==> config.mk <==
export PLATFORM = sky130hd
export DESIGN_NAME = ro_pair_counter
export DESIGN_NICKNAME = d
export VERILOG_FILES = /design/src/rtl/ro_pair_counter.sv
export SDC_FILE = /design/constraint.sdc
export NUM_CORES = 1
export LEC_CHECK = 0
export ABC_AREA = 1
export CELL_PAD_IN_SITES_DETAIL_PLACEMENT = 0
export CELL_PAD_IN_SITES_GLOBAL_PLACEMENT = 2
export CORE_MARGIN = 2
export CORE_UTILIZATION = 35
export CTS_BUF_LIST = sky130_fd_sc_hd__clkbuf_8
export CTS_CLUSTER_SIZE = 28
export DETAILED_ROUTE_END_ITERATION = 7
export PLACE_DENSITY = 0.87
export REMOVE_ABC_BUFFERS = 1
export SLEW_MARGIN = 20
export SYNTH_ARGS = -nofsm -noshare
export SYNTH_HDL_FRONTEND = slang
export SYNTH_SLANG_ARGS = --single-unit
==> constraint.sdc <==
create_clock -name Clk -period 5.52 [get_ports Clk]
set_clock_uncertainty 0.05 [all_clocks]
set_input_delay 1.104 -clock Clk [delete_from_list [all_inputs] [get_ports Clk]]
set_output_delay 1.104 -clock Clk [all_outputs]
set_load 0.03 [all_outputs]
==> src/rtl/ro_pair_counter.sv <==
// Ring-oscillator pair edge counter: counts synchronized rising edges of two RO inputs
// over a fixed window of Clk cycles and presents both counts with a Done pulse.
module ro_pair_counter #(
  parameter int SIZE   = 32,
  parameter int WINDOW = 1024,
  parameter int WIN_W  = 16
) (
  input  logic            Clk,
  input  logic            Reset,
  input  logic            Start,
  input  logic            RoIn1,
  input  logic            RoIn2,
  output logic [SIZE-1:0] Count1,
  output logic [SIZE-1:0] Count2,
  output logic            Busy,
  output logic            Done,
  output logic            Overflow
);

  typedef enum logic [1:0] {
    S_IDLE  = 2'd0,
    S_COUNT = 2'd1,
    S_LATCH = 2'd2
  } state_t;

  state_t r_state;
  state_t w_state_nxt;

  logic r_ro1_p0, r_ro1_p1, r_ro1_p2;
  logic r_ro2_p0, r_ro2_p1, r_ro2_p2;
  logic w_strb1, w_strb2;

  logic [SIZE-1:0]  r_cnt1, r_cnt2;
  logic             r_sat1, r_sat2;
  logic [WIN_W-1:0] r_win;
  logic             w_last;

  logic [SIZE-1:0] w_cnt1_nxt, w_cnt2_nxt;
  logic            w_sat1_nxt, w_sat2_nxt;

  logic [SIZE-1:0] r_count1, r_count2;
  logic            r_overflow;

  // Saturating increment: an all-ones counter stays all-ones.
  function automatic logic [SIZE-1:0] sat_inc(input logic [SIZE-1:0] v);
    return (&v) ? v : v + SIZE'(1);
  endfunction

  function automatic logic sat_hit(input logic [SIZE-1:0] v, input logic strb);
    return strb & (&v);
  endfunction

  // Stage p0/p1: two-flop synchronizer; p2: delayed copy for rising-edge detect
  always_ff @(posedge Clk) begin
    if (Reset) begin
      r_ro1_p0 <= 1'b0;
      r_ro1_p1 <= 1'b0;
      r_ro1_p2 <= 1'b0;
      r_ro2_p0 <= 1'b0;
      r_ro2_p1 <= 1'b0;
      r_ro2_p2 <= 1'b0;
    end else begin
      r_ro1_p0 <= RoIn1;
      r_ro1_p1 <= r_ro1_p0;
      r_ro1_p2 <= r_ro1_p1;
      r_ro2_p0 <= RoIn2;
      r_ro2_p1 <= r_ro2_p0;
      r_ro2_p2 <= r_ro2_p1;
    end
  end

  assign w_strb1 = r_ro1_p1 & ~r_ro1_p2;
  assign w_strb2 = r_ro2_p1 & ~r_ro2_p2;

  assign w_last     = (r_win == WIN_W'(WINDOW - 1));
  assign w_cnt1_nxt = w_strb1 ? sat_inc(r_cnt1) : r_cnt1;
  assign w_cnt2_nxt = w_strb2 ? sat_inc(r_cnt2) : r_cnt2;
  assign w_sat1_nxt = r_sat1 | sat_hit(r_cnt1, w_strb1);
  assign w_sat2_nxt = r_sat2 | sat_hit(r_cnt2, w_strb2);

  always_ff @(posedge Clk) begin
    if (Reset) begin
      r_state <= S_IDLE;
    end else begin
      r_state <= w_state_nxt;
    end
  end

  always_comb begin
    w_state_nxt = r_state;
    case (r_state)
      S_IDLE:  if (Start) w_state_nxt = S_COUNT;
      S_COUNT: if (w_last) w_state_nxt = S_LATCH;
      S_LATCH: w_state_nxt = S_IDLE;
      default: w_state_nxt = S_IDLE;
    endcase
  end

  // Stage window: edge counters, window counter, result registers loaded on window close
  always_ff @(posedge Clk) begin
    if (Reset) begin
      r_cnt1     <= '0;
      r_cnt2     <= '0;
      r_sat1     <= 1'b0;
      r_sat2     <= 1'b0;
      r_win      <= '0;
      r_count1   <= '0;
      r_count2   <= '0;
      r_overflow <= 1'b0;
    end else begin
      case (r_state)
        S_IDLE: begin
          if (Start) begin
            r_cnt1 <= '0;
            r_cnt2 <= '0;
            r_sat1 <= 1'b0;
            r_sat2 <= 1'b0;
            r_win  <= '0;
          end
        end
        S_COUNT: begin
          r_win  <= r_win + WIN_W'(1);
          r_cnt1 <= w_cnt1_nxt;
          r_cnt2 <= w_cnt2_nxt;
          r_sat1 <= w_sat1_nxt;
          r_sat2 <= w_sat2_nxt;
          // Results become visible in the same cycle Done is raised.
          if (w_last) begin
            r_count1   <= w_cnt1_nxt;
            r_count2   <= w_cnt2_nxt;
            r_overflow <= w_sat1_nxt | w_sat2_nxt;
          end
        end
        default: begin
        end
      endcase
    end
  end

  assign Busy     = (r_state == S_COUNT);
  assign Done     = (r_state == S_LATCH);
  assign Count1   = r_count1;
  assign Count2   = r_count2;
  assign Overflow = r_overflow;

endmodule
Yosys cells after proc, flatten, opt, wreduce, memory -nomap -nowiden
Cells that the tools add are included.

storage, ports and cells
  bits of input ports = 5
  output and inout port bits = 67
  word-level logic and storage cells = 54
  register bits = 155

operators by class
  reduce and logical (&&, ||, !) cells = 7
  bitwise gates (word level) = 9
  equality and inequality tests = 5
  add/sub/neg operators = 3
  multiplexer cells = 15

operators by type and width
  cell                     count
  $mux W32                 5
  $pmux W32 S2             2
  $add A32 B1 Y32 const B  2
  $reduce_and A32 Y1       2
  $pmux W16 S2             1
  $add A16 B1 Y16 const B  1
  $eq A16 B10 Y1 const B   1
  $mux W16                 1
  $reduce_and A2 Y1        3
  $and A1 B1 Y1            4
  $mux W2                  2
  $pmux W1 S2              2
  $pmux W2 S2              1
  $or A1 B1 Y1             3
  $eq A2 B1 Y1 const B     1
  $eq A2 B2 Y1 const B     1
  $logic_not A2 Y1         1
  $ne A2 B1 Y1 const B     1
  $ne A2 B2 Y1 const B     1
  $not A1 Y1               2
  $reduce_bool A2 Y1       1
  $mux W1                  1

Logic depth before layout (Yosys ltp)
Gate-level depths: netlist of the first run.

  word-level depth = 5
  mapped depth = 13

Worst setup path before layout of the first run
No wires, ideal clock.

  path type = input to register
  from = in Reset
  to = reg r_count1[28] (netlist: Count1[28])
  stages on the path = 7
  slack = 3.262 ns
  data arrival time = 2.151 ns
  cells stage by stage = clkbuf_1 -> inv_1 -> clkbuf_1 -> clkbuf_1 -> o21ai_0 -> o21bai_1 -> inv_1

RTL lines
  element                 line  RTL
  start: declaration      9     input logic Reset,
  end signal: assignment  129   r_count1 <= w_cnt1_nxt;
  end: declaration        41    logic [SIZE-1:0] r_count1, r_count2;

Worst setup path in the final report of the first run
  from = reg r_state[0]
  to = out Busy

on the way
  word-level cells in the longest chain between the ends = 1

RTL lines
  element                   line  RTL
  start: declaration        26    state_t r_state;
  start signal: assignment  85    r_state <= w_state_nxt;
  $eq A2 B1 Y1              140   assign Busy = (r_state == S_COUNT);
  end: declaration          15    output logic Busy,

No other way between the ends.

==> reports/qor.yml, run 1 <==
num_rows: 57
synth_top_area_frac: 0.3635
synth_common_cells: "nand2_1, inv_1, dfxtp_1, nor2_1, nand3_1"
final-setup-viol-count: 0
switching_share: 0.2697
regArea_um2: 3103
rsz0062_at_grt: "no"
synth_area_leader_cell: "dfxtp_1"
syn2layout_area_growth_pct: 14.64
required_ns: 4.37
fin_crit_ns: 3.569
cp_max_fo: 30
clk-insertion-delay-late_ns: 0.47
ir_drop_mv: 0.1097
hold_buffers: 0
yosysWarnings: 0
drtIter0Drc: 492
tritoncts: "done"
vias_per_cell: 4.806
post-route-util: 0.4060
clock_path_buffers: 2
p_comb_frac: 0.046
drc_errors: 0
grt_pass1_wl_um: 39900
power_leakage_uw: 0.003924
yosys.cell_count.top_type: "nand2_1"
n_fill_cell: 2659
p_int_uw: 1506
gp_congestion: 0.8317
worstSetupStartpointType: "flip-flop"
synth_area_um2: 8537
relSlewSlack: 0.3093
holdCritStartpoint: "r_ro2_p0$_SDFF_PP0_"
holdPathEnd: "r_ro2_p1$_SDFF_PP0_"
synth_area_leaders: "dfxtp_1, nand2_1, inv_1"
port_buffers: 71
critPathKind: "flip-flop to output port"
antennaDiodeCount: 0
max_freq_mhz: 280.2
timing.rr.end: "Count1[29]$_SDFFE_PP0P_"
r2r_cells: 12
max-cap-violations: 0
sequentialPowerShare: 0.545
drv_slew: 0
cts.htree.levels: 4
clock-root-buffer: "clkbuf_8"
tightest_slew_ns: 1.033
ys_types: 47
grt_util_all_layers: 0.1941
critPathCaptureType: "output port"
antenna_found_initial: 0
dieHeight_um: 160.2
r2r_setup_slack_ns: 2.35
initial_core_util: 0.3541
timing.final.crit_share: 0.6465
ys_seq_elements: 155
setup_tns_ns: 0
io_pins: 72
hold_path_depth: 2
p_per_area_nw_per_um2: 210.8
arrival_ns: 2.41
pwr-share-clk: 0.409
ys_seq_area_frac: 0.3635
hold_violations: 0
dp_hpwl_um: 16760
vias: 8194
reg2reg_from: "r_win[0]$_SDFFE_PP0P_"
outcome: "finished, final reports clean"
globalRouteOverflowTotal: 0
nNetsFinal: 1376
post-cts-setup-buffers: 0
cts.reportedPaths.clkPinSlew_ns: 0.10
cts_resized: 0
core_um2: 24110
grt_pass1_vias: 7460
first_pass_iters: 5
grt_max_degree: 52
hp-class: "flip-flop to flip-flop"
async_flop_share: 0
syn_area_per_cell_um2: 6.443
cts.sinks: 155
fp.dieW_um: 160.2
synth-edff-count: 0
wl_per_cell_um: 14.48
synth_cells: 1325
multi_input_area_um2: 4409
p_sw_uw: 556.3
final_layout_size_suffix_gt1_frac: 0.06155
wirelength_um: 24680
die_area_um2: 25660
final_antenna_net_count: 0
numCtsBuffers: 17
synth_ff_type: "dfxtp_1"
==> sequential cells by signal, indices dropped and copies added, names as in the netlist <==
signal	count
r_ro2_p1	1
r_cnt2	32
r_state	2
Count2	32
r_cnt1	32
r_ro2_p2	1
Count1	32
r_win	16
Overflow	1
r_ro1_p1	1
r_sat2	1
r_ro1_p0	1
r_sat1	1
r_ro2_p0	1
r_ro1_p2	1
==> cells by family (layout without fill, tap and decap cells) <==
group                      after synthesis  count (layout)  share of synthesized area
DFF                                    155             155                     0.3635
buffers and inverters                  249             305                     0.1215
adders and majority gates                3               3                   0.004397
AOI/OAI and AO/OA                      222             222                     0.1555
and+or+nand+nor                        691             691                     0.3500
xor gates and xnor gates                 5               5                   0.005129
==> placed cells by master (no fill, tap or decap), drive strengths merged, types with 9 or more instances in the layout <==
cell type        n
o21bai          32
buf             10
clkbuf          18
o21ai           68
nor2           120
nand3           97
inv            195
dfxtp          155
nor3            17
a21oi           78
nand4           33
a21o             9
clkdlybuf4s50   70
nand2          415
o211ai          14
==> power by group through the flow <==
| stage | Sequential [uW] | Combinational, uW | Clock (uW) |
|---|---|---|---|
| after floorplan | 1150 | 45.9 | 0 |
| after global placement | 1150 | 97.3 | 0 |
| after detailed placement | 1150 | 97.3 | 0 |
| after CTS | 1120 | 97.2 | 878 |
| after global routing | 1130 | 105 | 926 |
| final | 1120 | 95.2 | 843 |
==> stage by stage <==
stage                     area (um2)  setup slack, ns  hold slack [ns]  total power, uW  std cells
after floorplan                 8225            1.208           0.3383             1195       1269
after global placement          9417            2.289           0.3426             1248       1673
after detailed placement        9417            2.260           0.3474             1248       1673
after CTS                       9787            1.882           0.3596             2099       1705
after global routing            9787            1.803           0.3779             2156       1705
final                           9787            1.951           0.3570             2063       1705
==> metal layers <==
| layer | wire [um] | track usage |
|---|---|---|
| met1 | 12570 | 0.2731 |
| met2 | 11020 | 0.3123 |
| met3 | 817 | 0.02831 |
| met4 | 272 | 0.04955 |
| met5 | 0 | 0 |
==> worst max-delay path: stages (launching register included) <==
cell	delay (ns)
dfxtp_1	0.38
inv_1	0.08
nor2_4	0.66
clkdlybuf4s50_1	0.82
==> worst max path at each step <==
stage,endpoint,startpoint,depth (start not counted)
final,Busy,r_state[0]$_SDFFE_PP0P_,3
after global routing,Busy,r_state[0]$_SDFFE_PP0P_,3
after CTS,Busy,r_state[0]$_SDFFE_PP0P_,3
after detailed placement,r_win[11]$_SDFFE_PP0P_,Start,7
after global placement,r_cnt2[20]$_SDFFE_PP0P_,Start,7
after floorplan,r_win[1]$_SDFFE_PP0P_,r_state[0]$_SDFFE_PP0P_,4
==> layout make-up <==
cell class | count | share of cell area
timing repair buffer | 80 | 0.07901
tap | 324 | 0.04142
inverter | 193 | 0.07415
multi-input combinational | 921 | 0.4505
sequential | 155 | 0.3171
clock inverter | 14 | 0.01253
clock buffer | 18 | 0.02531
(Power assumes the default switching activity.)
==> run 2, diff against run 1 <==
--- a/config.mk
+++ b/config.mk
@@ -9,11 +9,11 @@
 export CELL_PAD_IN_SITES_DETAIL_PLACEMENT = 0
 export CELL_PAD_IN_SITES_GLOBAL_PLACEMENT = 2
 export CORE_MARGIN = 2
-export CORE_UTILIZATION = 35
+export CORE_UTILIZATION = 30
 export CTS_BUF_LIST = sky130_fd_sc_hd__clkbuf_8
 export CTS_CLUSTER_SIZE = 28
 export DETAILED_ROUTE_END_ITERATION = 7
-export PLACE_DENSITY = 0.87
+export PLACE_DENSITY = 0.8
 export REMOVE_ABC_BUFFERS = 1
 export SLEW_MARGIN = 20
 export SYNTH_ARGS = -nofsm -noshare
==> constraint.sdc (replaced) <==
create_clock -name Clk -period 3 [get_ports Clk]
set_clock_uncertainty 0.05 [all_clocks]
set_input_delay 0.6 -clock Clk [delete_from_list [all_inputs] [get_ports Clk]]
set_output_delay 0.6 -clock Clk [all_outputs]
set_load 0.03 [all_outputs]
==> reports/qor.yml, run 2 (synthesis gave the netlist of run 1 again) <==
outcome: "finished, final reports clean"
required_ns: 2.35
antennaDiodeCount: 0
setup_tns_ns: 0
fp.dieW_um: 172.7
drv_slew: 0
final_layout_size_suffix_gt1_frac: 0.06758
first_pass_iters: 5
critPathKind: "flip-flop to output port"
pwr-share-clk: 0.438
grt_util_all_layers: 0.1734
drc_errors: 0
crit_path_max_incr_delay_ns: 0.69
sequentialPowerShare: 0.516
p_sw_uw: 1023
hold_buffers: 0
wirelength_um: 25670
dieHeight_um: 172.7
port_buffers: 71
critPathCaptureType: "output port"
holdPathEnd: "r_ro1_p1$_SDFF_PP0_"
slowest_stage: "clkdlybuf4s50_1"
path_cells: "inv_1 > nor2_4 > clkdlybuf4s50_1"
p_per_area_nw_per_um2: 401.2
p_int_uw: 2986
vias_per_cell: 4.619
wl_per_cell_um: 14.51
tightest_slew_ns: 0.5864
max_freq_mhz: 424.5
cts.sinks: 155
worst-path-buf-inv: 2
critical-path-top-delay-family: "buffers and inverters"
ir_drop_mv: 0.2121
fin_crit_ns: 2.356
final_antenna_net_count: 0
power_leakage_uw: 0.004005
reg2reg_from: "r_win[0]$_SDFFE_PP0P_"
cts.htree.levels: 4
hp-class: "flip-flop to flip-flop"
p_comb_frac: 0.046
nNetsFinal: 1386
tritoncts: "done"
vias: 8171
numCtsBuffers: 17
timing.rr.end: "Count1[31]$_SDFFE_PP0P_"
instances_no_fill: 1769
hold_path_depth: 2
antenna_found_initial: 0
layout_common_cells: "nand2_1, inv_1, dfxtp_1"
worstSetupStartpointType: "flip-flop"
cp.depth: 3
die_area_um2: 29820
syn2layout_area_growth_pct: 17.06
switching_share: 0.2552
gp_congestion: 0.8368
cts.reportedPaths.clkPinSlew_ns: 0.09
globalRouteOverflowTotal: 0
clock_path_buffers: 2
final_common_cell: "nand2_1"
arrival_ns: 1.71
r2r_cells: 11
grt_max_degree: 71
io_pins: 72
drtIter0Drc: 478
initial_core_util: 0.3056
cp_max_fo: 3
post-route-util: 0.3577
rsz0062_at_grt: "no"
cts_resized: 0
clock-root-buffer: "clkbuf_8"
hold_violations: 0
holdCritStartpoint: "r_ro1_p0$_SDFF_PP0_"
clk-insertion-delay-late_ns: 0.47
dp.cells: 1737
post-cts-setup-buffers: 0
final-setup-viol-count: 0
dp_hpwl_um: 17920
core_um2: 27930
relSlewSlack: 0.6076
r2r_setup_slack_ns: 0.80
max-cap-violations: 0
grt_pass1_wl_um: 41950
grt_pass1_vias: 7762
num_rows: 61
timing.final.crit_share: 0.7853
==> run 2: cell type report <==
class	instances	area, um2
fill	3112	17940
multi-input combinational	921	4409
sequential	155	3103
timing repair buffer	90	860.8
inverter	193	725.7
tap	378	473.0
clock buffer	20	275.3
clock inverter	12	146.4
==> run 2: worst max-delay path by stage <==
stage | start | endpoint | slack [ns]
final | r_state[0]$_SDFFE_PP0P_ | Busy | 0.64
after global routing | r_state[1]$_SDFFE_PP0P_ | Done | 0.53
after detailed placement | Start | r_win[14]$_SDFFE_PP0P_ | 0.74
after global placement | Start | r_win[14]$_SDFFE_PP0P_ | 0.78
after floorplan | r_state[0]$_SDFFE_PP0P_ | r_win[1]$_SDFFE_PP0P_ | -1.31
after CTS | r_state[0]$_SDFFE_PP0P_ | Busy | 0.57
==> run 2: power by group through the flow <==
stage	clock [uW]	combinational, uW	sequential (uW)
global route	1910	204	2070
CTS	1830	190	2070
finish	1760	186	2070
detailed placement	0	190	2120
global placement	0	191	2120
floorplan	0	84.5	2110
==> run 2: metrics by stage <==
step	power (uW)	setup slack, ns	hold WS, ns	area, um2
final	4009	0.6441	0.3602	9993
after global routing	4184	0.5340	0.3836	9993
after CTS	4087	0.5747	0.3638	9993
after detailed placement	2306	0.7395	0.3481	9572
after global placement	2308	0.7823	0.3511	9572
after floorplan	2199	-1.312	0.3383	8225
==> run 2: metal layers <==
layer / vias to the layer above / wire length, um / GRT usage / share of wire
li1: 4318 / - / - / -
met4: 0 / 112 / 0.03319 / 0.0044
met2: 106 / 11510 / 0.2816 / 0.45
met1: 3741 / 13390 / 0.2437 / 0.52
met5: - / 0 / 0 / 0
met3: 6 / 659 / 0.02814 / 0.026
==> run 2: worst register-to-register path: stages (launching register included) <==
cell      delay [ns]
dfxtp_1         0.38
ha_1            0.24
nand2_2         0.10
nor2_2          0.15
nand3_2         0.12
nor2_2          0.19
nand2_2         0.08
clkinv_2        0.05
buf_4           0.37
o21ai_0         0.18
o21bai_1        0.17
inv_1           0.07
==> run 3, diff against run 2 <==
==> constraint.sdc (replaced) <==
create_clock -name Clk -period 2 [get_ports Clk]
set_clock_uncertainty 0.05 [all_clocks]
set_input_delay 0.4 -clock Clk [delete_from_list [all_inputs] [get_ports Clk]]
set_output_delay 0.4 -clock Clk [all_outputs]
set_load 0.03 [all_outputs]
==> reports/qor.yml, run 3 (synthesis gave the netlist of run 1 again) <==
outcome: "finished, final reports clean"
antennaDiodeCount: 0
n_fill_cell: 3042
setup_tns_ns: 0
fin_area_um2: 10760
p_per_area_nw_per_um2: 540.2
grt_pass1_wl_um: 42890
arrival_ns: 1.50
io_pins: 72
fin_crit_ns: 1.947
final_antenna_net_count: 0
fp.dieW_um: 172.7
p_total_uw: 5811
final-setup-viol-count: 0
tightest_slew_ns: 0.3578
grt_pass1_vias: 8105
reg2reg_from: "r_cnt2[19]$_SDFFE_PP0P_"
initial_core_util: 0.3056
place_area_um2: 10080
timing.rr.end: "Count2[3]$_SDFFE_PP0P_"
r2r_setup_slack_ns: 0.12
holdCritStartpoint: "Reset"
clk-insertion-delay-late_ns: 0.47
hold_path_depth: 2
critPathKind: "flip-flop to output port"
antenna_found_initial: 0
vias_per_cell: 4.642
cts.sinks: 155
final_layout_size_suffix_gt1_frac: 0.1342
worst-path-buf-inv: 1
drtIter0Drc: 451
holdPathEnd: "r_cnt1[10]$_SDFFE_PP0P_"
hold_buffers: 0
nNetsFinal: 1456
max_freq_mhz: 513.7
wirelength_um: 27530
ir_drop_mv: 0.3068
timing.final.crit_share: 0.9733
tritoncts: "done"
worstSetupStartpointType: "flip-flop"
port_buffers: 71
grt_util_all_layers: 0.1766
die_area_um2: 29820
dp_hpwl_um: 18930
cts.htree.levels: 4
crit_path_max_incr_delay_ns: 0.67
numCtsBuffers: 17
num_rows: 61
post-route-util: 0.3851
vias: 8536
globalRouteOverflowTotal: 0
first_pass_iters: 5
hp-class: "input pin to flip-flop"
dp.cells: 1795
layout_common_cells: "nand2_1, inv_1, dfxtp_1"
hold_violations: 0
syn2layout_area_growth_pct: 26.01
r2r_cells: 9
grt_max_degree: 54
gp_congestion: 0.7972
power_leakage_uw: 0.004681
clock-root-buffer: "clkbuf_8"
critPathCaptureType: "output port"
cts.reportedPaths.clkPinSlew_ns: 0.10
relSlewSlack: 0.7606
critical-path-top-delay-family: "buffers and inverters"
drv_slew: 0
slowest_stage: "clkdlybuf4s50_1"
rsz0062_at_grt: "no"
core_um2: 27930
drc_errors: 0
max-cap-violations: 0
final_common_cell: "nand2_1"
wl_per_cell_um: 14.97
cp_max_fo: 2
instances_no_fill: 1839
dieHeight_um: 172.7
required_ns: 1.55
clock_path_buffers: 2
path_cells: "clkdlybuf4s50_1"
## run 3: layout make-up
| class | count | area, um2 | area share |
|---|---|---|---|
| Sequential cell | 155 | 3120 | 0.2901 |
| Timing Repair Buffer | 160 | 1560 | 0.1450 |
| Inverter | 193 | 737.0 | 0.06850 |
| Clock buffer | 17 | 234.0 | 0.02175 |
| Tap cell | 378 | 473.0 | 0.04396 |
| Clock inverter | 15 | 136.4 | 0.01268 |
| Multi-Input combinational cell | 921 | 4497 | 0.4180 |
## run 3: repair_timing
action | in CTS | in global routing
setup buffers | 2 | 5
gates cloned | 0 | 5
endpoints found under the setup margin | 15 | 134
pin swaps | 2 | 3
gates resized for setup | 9 | 55
hold endpoints to repair | 0 | 0
## run 3: routing by layer
layer	vias up	share of wire	track usage	wire (um)
li1	4460	-	-	-
met5	-	0	0	0
met3	21	0.032	0.02748	876
met1	3924	0.51	0.2498	14030
met2	131	0.45	0.2838	12300
met4	0	0.012	0.03814	325
## run 3: metrics by stage
step | hold slack (ns) | worst slack, ns
CTS | 0.2262 | 0.00001521
detailed placement | 0.3476 | -0.07981
global placement | 0.3468 | -0.04243
floorplan | 0.3383 | -2.312
global route | 0.2396 | 0.002607
finish | 0.2334 | 0.05349
## run 3: worst max path at each step
| stage | from | cells past startpoint | slack, ns | endpoint |
|---|---|---|---|---|
| CTS | Count1[30]$_SDFFE_PP0P_ | 1 | 0.00002 | Count1[30] |
| global route | Count2[24]$_SDFFE_PP0P_ | 1 | 0.003 | Count2[24] |
| detailed placement | r_cnt2[1]$_SDFFE_PP0P_ | 11 | -0.08 | r_cnt2[5]$_SDFFE_PP0P_ |
| floorplan | r_state[0]$_SDFFE_PP0P_ | 4 | -2.31 | r_win[1]$_SDFFE_PP0P_ |
| global placement | r_cnt2[1]$_SDFFE_PP0P_ | 11 | -0.04 | r_cnt2[5]$_SDFFE_PP0P_ |
| finish | Count1[23]$_SDFFE_PP0P_ | 1 | 0.05 | Count1[23] |
## run 3: power by group
group	switching [uW]	internal (uW)	leakage (uW)
logic	237	95.7	0.00322
registers	6.54	3090	0.00126
clock network	1290	1090	0.000201
